$ cat src/rtl/change_dispenser_pkg.sv
// Shared coin constants, eject encodings and dispenser state type for the
// change payout path of the vending machine.
package change_dispenser_pkg;

  localparam int VAL_QUARTER = 25;
  localparam int VAL_DIME    = 10;
  localparam int VAL_NICKEL  = 5;

  localparam logic [2:0] EJ_QUARTER = 3'b100;
  localparam logic [2:0] EJ_DIME    = 3'b010;
  localparam logic [2:0] EJ_NICKEL  = 3'b001;

  typedef enum logic [2:0] {
    ST_IDLE   = 3'd0,
    ST_SELECT = 3'd1,
    ST_EJECT  = 3'd2,
    ST_GAP    = 3'd3,
    ST_DONE   = 3'd4
  } disp_state_e;

  // Cent value of a one-hot eject command; zero for anything else.
  function automatic logic [4:0] coin_value(input logic [2:0] ej);
    case (ej)
      EJ_QUARTER: coin_value = 5'(VAL_QUARTER);
      EJ_DIME:    coin_value = 5'(VAL_DIME);
      EJ_NICKEL:  coin_value = 5'(VAL_NICKEL);
      default:    coin_value = 5'd0;
    endcase
  endfunction

endpackage

$ cat src/rtl/change_coin_select.sv
// Picks the largest coin that still fits in the owed amount, is stocked and
// has not been retired by a hopper timeout this transaction.
module change_coin_select
  import change_dispenser_pkg::*;
#(
  parameter int AMT_W = 7
) (
  input  logic [AMT_W-1:0] remaining_i,
  input  logic [2:0]       coin_avail_i,
  input  logic [2:0]       mask_i,
  output logic [2:0]       pick_o,
  output logic             found_o
);

  logic [2:0] elig;

  always_comb begin
    elig[2] = (remaining_i >= AMT_W'(VAL_QUARTER)) && coin_avail_i[2] && !mask_i[2];
    elig[1] = (remaining_i >= AMT_W'(VAL_DIME))    && coin_avail_i[1] && !mask_i[1];
    elig[0] = (remaining_i >= AMT_W'(VAL_NICKEL))  && coin_avail_i[0] && !mask_i[0];
    pick_o  = 3'b000;
    if (elig[2])      pick_o = EJ_QUARTER;
    else if (elig[1]) pick_o = EJ_DIME;
    else if (elig[0]) pick_o = EJ_NICKEL;
    found_o = |elig;
  end

endmodule

$ cat src/rtl/change_dispenser.sv
// Change payout sequencer: ejects coins largest-first with a per-coin ack
// handshake, retiring hoppers that time out, and reports the unpaid residue.
module change_dispenser
  import change_dispenser_pkg::*;
#(
  parameter int AMT_W   = 7,
  parameter int TIMEOUT = 16,
  parameter int GAP_CYC = 3
) (
  input  logic             clk_i,
  input  logic             rst_ni,
  input  logic             start_i,
  input  logic [AMT_W-1:0] amount_i,
  input  logic [2:0]       coin_avail_i,
  input  logic             eject_ack_i,
  output logic [2:0]       eject_o,
  output logic             busy_o,
  output logic             done_o,
  output logic             fault_o,
  output logic [AMT_W-1:0] remaining_o,
  output logic [4:0]       coins_paid_o
);

  localparam int TW = $clog2(TIMEOUT);
  localparam int GW = (GAP_CYC > 1) ? $clog2(GAP_CYC) : 1;

  disp_state_e      state_q, state_d;
  logic [2:0]       eject_q, eject_d;
  logic             busy_q, busy_d;
  logic             done_q, done_d;
  logic             fault_q, fault_d;
  logic [AMT_W-1:0] rem_q, rem_d;
  logic [4:0]       paid_q, paid_d;
  logic [2:0]       mask_q, mask_d;
  logic [TW-1:0]    tmr_q, tmr_d;
  logic [GW-1:0]    gap_q, gap_d;

  logic [2:0]       pick;
  logic             found;

  change_coin_select #(.AMT_W(AMT_W)) u_sel (
    .remaining_i  (rem_q),
    .coin_avail_i (coin_avail_i),
    .mask_i       (mask_q),
    .pick_o       (pick),
    .found_o      (found)
  );

  always_comb begin
    state_d = state_q;
    eject_d = eject_q;
    fault_d = fault_q;
    rem_d   = rem_q;
    paid_d  = paid_q;
    mask_d  = mask_q;
    tmr_d   = tmr_q;
    gap_d   = gap_q;
    unique case (state_q)
      ST_IDLE: begin
        if (start_i) begin
          rem_d   = amount_i;
          paid_d  = '0;
          mask_d  = '0;
          fault_d = 1'b0;
          state_d = ST_SELECT;
        end
      end
      ST_SELECT: begin
        if (rem_q == '0) begin
          fault_d = 1'b0;
          state_d = ST_DONE;
        end else if (found) begin
          eject_d = pick;
          tmr_d   = '0;
          state_d = ST_EJECT;
        end else begin
          fault_d = 1'b1;
          state_d = ST_DONE;
        end
      end
      ST_EJECT: begin
        tmr_d = tmr_q + 1'b1;
        // Ack is checked first so a coin sensed on the timeout cycle still counts.
        if (eject_ack_i) begin
          rem_d   = rem_q - AMT_W'(coin_value(eject_q));
          if (paid_q != 5'd31) paid_d = paid_q + 5'd1;
          eject_d = '0;
          gap_d   = '0;
          state_d = ST_GAP;
        end else if (tmr_q == TW'(TIMEOUT - 1)) begin
          mask_d  = mask_q | eject_q;
          eject_d = '0;
          gap_d   = '0;
          state_d = ST_GAP;
        end
      end
      ST_GAP: begin
        if (gap_q == GW'(GAP_CYC - 1)) state_d = ST_SELECT;
        else                           gap_d   = gap_q + 1'b1;
      end
      ST_DONE: state_d = ST_IDLE;
      default: state_d = ST_IDLE;
    endcase
    busy_d = (state_d != ST_IDLE);
    done_d = (state_d == ST_DONE);
  end

  always_ff @(posedge clk_i or negedge rst_ni) begin
    if (!rst_ni) begin
      state_q <= ST_IDLE;
      eject_q <= '0;
      busy_q  <= 1'b0;
      done_q  <= 1'b0;
      fault_q <= 1'b0;
      rem_q   <= '0;
      paid_q  <= '0;
      mask_q  <= '0;
      tmr_q   <= '0;
      gap_q   <= '0;
    end else begin
      state_q <= state_d;
      eject_q <= eject_d;
      busy_q  <= busy_d;
      done_q  <= done_d;
      fault_q <= fault_d;
      rem_q   <= rem_d;
      paid_q  <= paid_d;
      mask_q  <= mask_d;
      tmr_q   <= tmr_d;
      gap_q   <= gap_d;
    end
  end

  assign eject_o      = eject_q;
  assign busy_o       = busy_q;
  assign done_o       = done_q;
  assign fault_o      = fault_q;
  assign remaining_o  = rem_q;
  assign coins_paid_o = paid_q;

endmodule

$ cat config.mk
export PLATFORM = sky130hd
export DESIGN_NAME = change_dispenser
export DESIGN_NICKNAME = d
export VERILOG_FILES = /design/src/rtl/change_dispenser_pkg.sv /design/src/rtl/change_coin_select.sv /design/src/rtl/change_dispenser.sv
export SDC_FILE = /design/constraint.sdc
export NUM_CORES = 1
export LEC_CHECK = 0
export CAP_MARGIN = 10
export CORE_ASPECT_RATIO = 0.6
export CORE_MARGIN = 5
export CORE_UTILIZATION = 57
export CTS_BUF_LIST = sky130_fd_sc_hd__clkbuf_4 sky130_fd_sc_hd__clkbuf_8
export CTS_CLUSTER_DIAMETER = 50
export DETAILED_ROUTE_END_ITERATION = 8
export PLACE_DENSITY_LB_ADDON = 0.08
export SLEW_MARGIN = 30
export SYNTH_ARGS = -nofsm -noshare
export SYNTH_HDL_FRONTEND = slang
export SYNTH_SLANG_ARGS = --single-unit
$ cat constraint.sdc
create_clock -name clk_i -period 3.4 [get_ports clk_i]
set_input_delay 0.68 -clock clk_i [delete_from_list [all_inputs] [get_ports clk_i]]
set_output_delay 0.68 -clock clk_i [all_outputs]
set_load 0.005 [all_outputs]
==> run summary <==
Clk_lat worst skew -> 0.28 ns
Vias/cell -> 6.21
Slowest CP cell -> nor3b_1
Final Hold Vio Count -> 0
Synth-to-Final Area Change -> 24.9%
Crit. End Element -> flip-flop
Slew @ Worst Pin -> 0.654 ns
First-pass GRT wire length -> 7.98 mm
Pwr/cell area -> 908 nW/µm²
Post-DRT Antenna Nets -> 0
EDFF count, synth -> 0
CP max stage delay -> 0.48 ns
Outcome -> finished, final reports clean
Ant diodes -> 0
WP data required -> 3.56 ns
CTS Root Cell -> clkbuf_8
Number of global-route vias before repair -> 1658
Async S/R FF share, synth -> 100%
Post-layout instance area -> 2240 µm²
Top_reg_cell synth -> dfrtp_1
CTS hold repair buffers -> 0
Synth unique cells -> 46
Hold/Removal Path Class -> flip-flop to flip-flop
Die Width -> 82.4 µm
I/O Pins -> 32
Input/output buffers -> 31
Worst vdd ir -> 0.000560 V
Cell Area, Synth -> 1790 µm²
WL final -> 4.66 mm
Period Utilization, post-route -> 69.9%
GRT Resource Usage Total -> 24.9%
Setup TNS -> 0 ns
CTS Sinks -> 30
Pre-Repair DR Iteration Count -> 5
Total Power -> 2.03 mW
NumNets Final -> 244
Post-CTS sizing -> 0
Initial antenna violation count -> 0
Switching share of power -> 43.1%
Leakage -> 0.972 nW
P_sw -> 0.876 mW
Syn_area_per_cell -> 9.68 µm²
Crit Path Max Fanout -> 6
Initial core utilization -> 60.8%
GRT overflow -> 0
Worst path cell trace -> nor3b_1, a21oi_1, ha_1, o21a_1, o31a_1, nor3_1, a31oi_1, o22a_1
# fillers -> 214
Max-cap viol count -> 0
Area after DPL -> 2140 µm²
Sequential fraction of the synthesis area -> 41.9%
Pin count of the biggest net entering global routing -> 31
DP Wirelength -> 3.39 mm
Unrepaired setup endpoints after global routing -> false
Clock group share of total power -> 15.2%
Crit path max-delay family -> compound AO/OA/AOI/OAI gates
Commonest non-fill, non-tap cell in the layout -> clkdlybuf4s50_1
Starting DRC count in detailed routing -> 130
Vias -> 1634
Slew headroom -> 56.4%
Seq pwr share -> 32.9%
Pint -> 1.16 mW
WL/cell -> 17.7 µm
Most frequent cells in the layout -> clkdlybuf4s50_1 (31), dfrtp_1 (30), o21ai_0 (20)
Layout cells sized above 1 -> 9.50%
Drc violations -> 0
Die Ht -> 53.4 µm
Skew final -> 0.00856 ns
Row count -> 15
Arr. time, crit path -> 2.54 ns
#FFs+latches synth -> 30
CORE AREA -> 2950 µm²
CTS Buf Count -> 5
Last weighted congestion value of the routability-driven placer -> 0.874
Startpoint Class -> flip-flop
Mapped Cells -> 185
Peak Freq -> 421 MHz
Clock Path Buffers -> 2
Die area -> 4400 µm²
Crit path buf inv count -> 0
Post-CTS Setup Repair Bufs -> 0
H-tree depth -> 2
Slew Viols, Final -> 0
Clock tree from TritonCTS -> done
Post-Syn Nets -> 209
Synthesis Warnings -> 0
Worst-path clk slew -> 0.07 ns
Setup CP Type -> flip-flop to flip-flop
Final setup viols -> 0
Min Clock Period, post-route -> 2.38 ns
Combinational Power Share -> 51.9%
Final core utilization -> 75.9%
per-layer routing:
| metal | global-route usage, % | part of all wire, % | vias up |
|---|---|---|---|
| met3 | 6.97 | 9.5 | 12 |
| li1 | - | - | 752 |
| met2 | 37.4 | 43 | 86 |
| met5 | 0 | 0 | - |
| met1 | 34.1 | 45 | 784 |
| met4 | 8.56 | 1.7 | 0 |
power by group through the flow:
stage          sequential, mW  clock (mW)  combinational, mW
2_1_floorplan           0.606           0              0.718
3_3_place_gp            0.649           0               1.01
3_5_place_dp            0.660           0               1.04
4_1_cts                 0.657       0.312               1.04
5_1_grt                 0.683       0.330               1.18
6_report                0.667       0.309               1.05
worst paths after layout:
path	from	end	slack (ns)	depth (start not counted)
max	eject_o[1]	remaining_o[6]	1.02	8
min	gap_q[0]	gap_q[0]	0.50	1
max reg2reg	eject_o[1]	remaining_o[6]	1.02	8
min reg2reg	gap_q[0]	gap_q[0]	0.50	1
max in group asynchronous	rst_ni	remaining_o[4]	2.33	2
min in group asynchronous	rst_ni	tmr_q[2]	0.79	2
synthesized netlist by cell type (all sizes together), types with 3 or more instances:
cell     n  area, µm²
dfrtp   30        751
o21ai   20        100
nor2    19       71.3
a21oi   17       92.6
nand2   11       41.3
ha       9        113
inv      9       33.8
nor3     7       40.0
a22o     5       45.0
a211oi   4       30.0
and3     4       25.0
buf      4       26.3
nand2b   4       25.0
nor3b    4       30.0
mux2i    3       30.0
nor2b    3       18.8
nor4     3       40.0
o21a     3       22.5
cells by family (layout without fill, tap and decap cells):
group,count (synthesis),after routing,share of synthesized area [%]
adder cells (fa/ha/maj),10,10,7.41
AND/OR/NAND/NOR,62,62,20.2
AO/OA/AOI/OAI,62,62,23.1
XOR/XNOR,2,2,0.979
flip-flops,30,30,41.9
multiplexers,4,4,2.52
buffers and inverters,15,51,3.84
flip-flops by register name, indices dropped and copies added, names as in the netlist:
register	count
gap_q	2
busy_o	1
fault_o	1
state_q	3
remaining_o	7
tmr_q	4
done_o	1
eject_o	3
mask_q	3
coins_paid_o	5
per-stage QoR:
step	instances	hold slack [ns]	setup WS (ns)
CTS	263	0.492	1.04
floorplan	185	0.384	1.35
global route	263	0.504	0.844
finish	263	0.497	1.02
detailed placement	255	0.465	1.00
global placement	255	0.461	1.06
cell type report:
cell class / instances / area [µm²] / area share (%)
tap: 42 / 52.6 / 2.35
sequential: 30 / 751 / 33.6
timing repair buffer: 34 / 333 / 14.9
multi-input combinational: 140 / 971 / 43.4
clock inverter: 1 / 5.00 / 0.224
inverter: 9 / 33.8 / 1.51
clock buffer: 7 / 90.1 / 4.03
No activity file was read; power rests on OpenSTA's default activity.
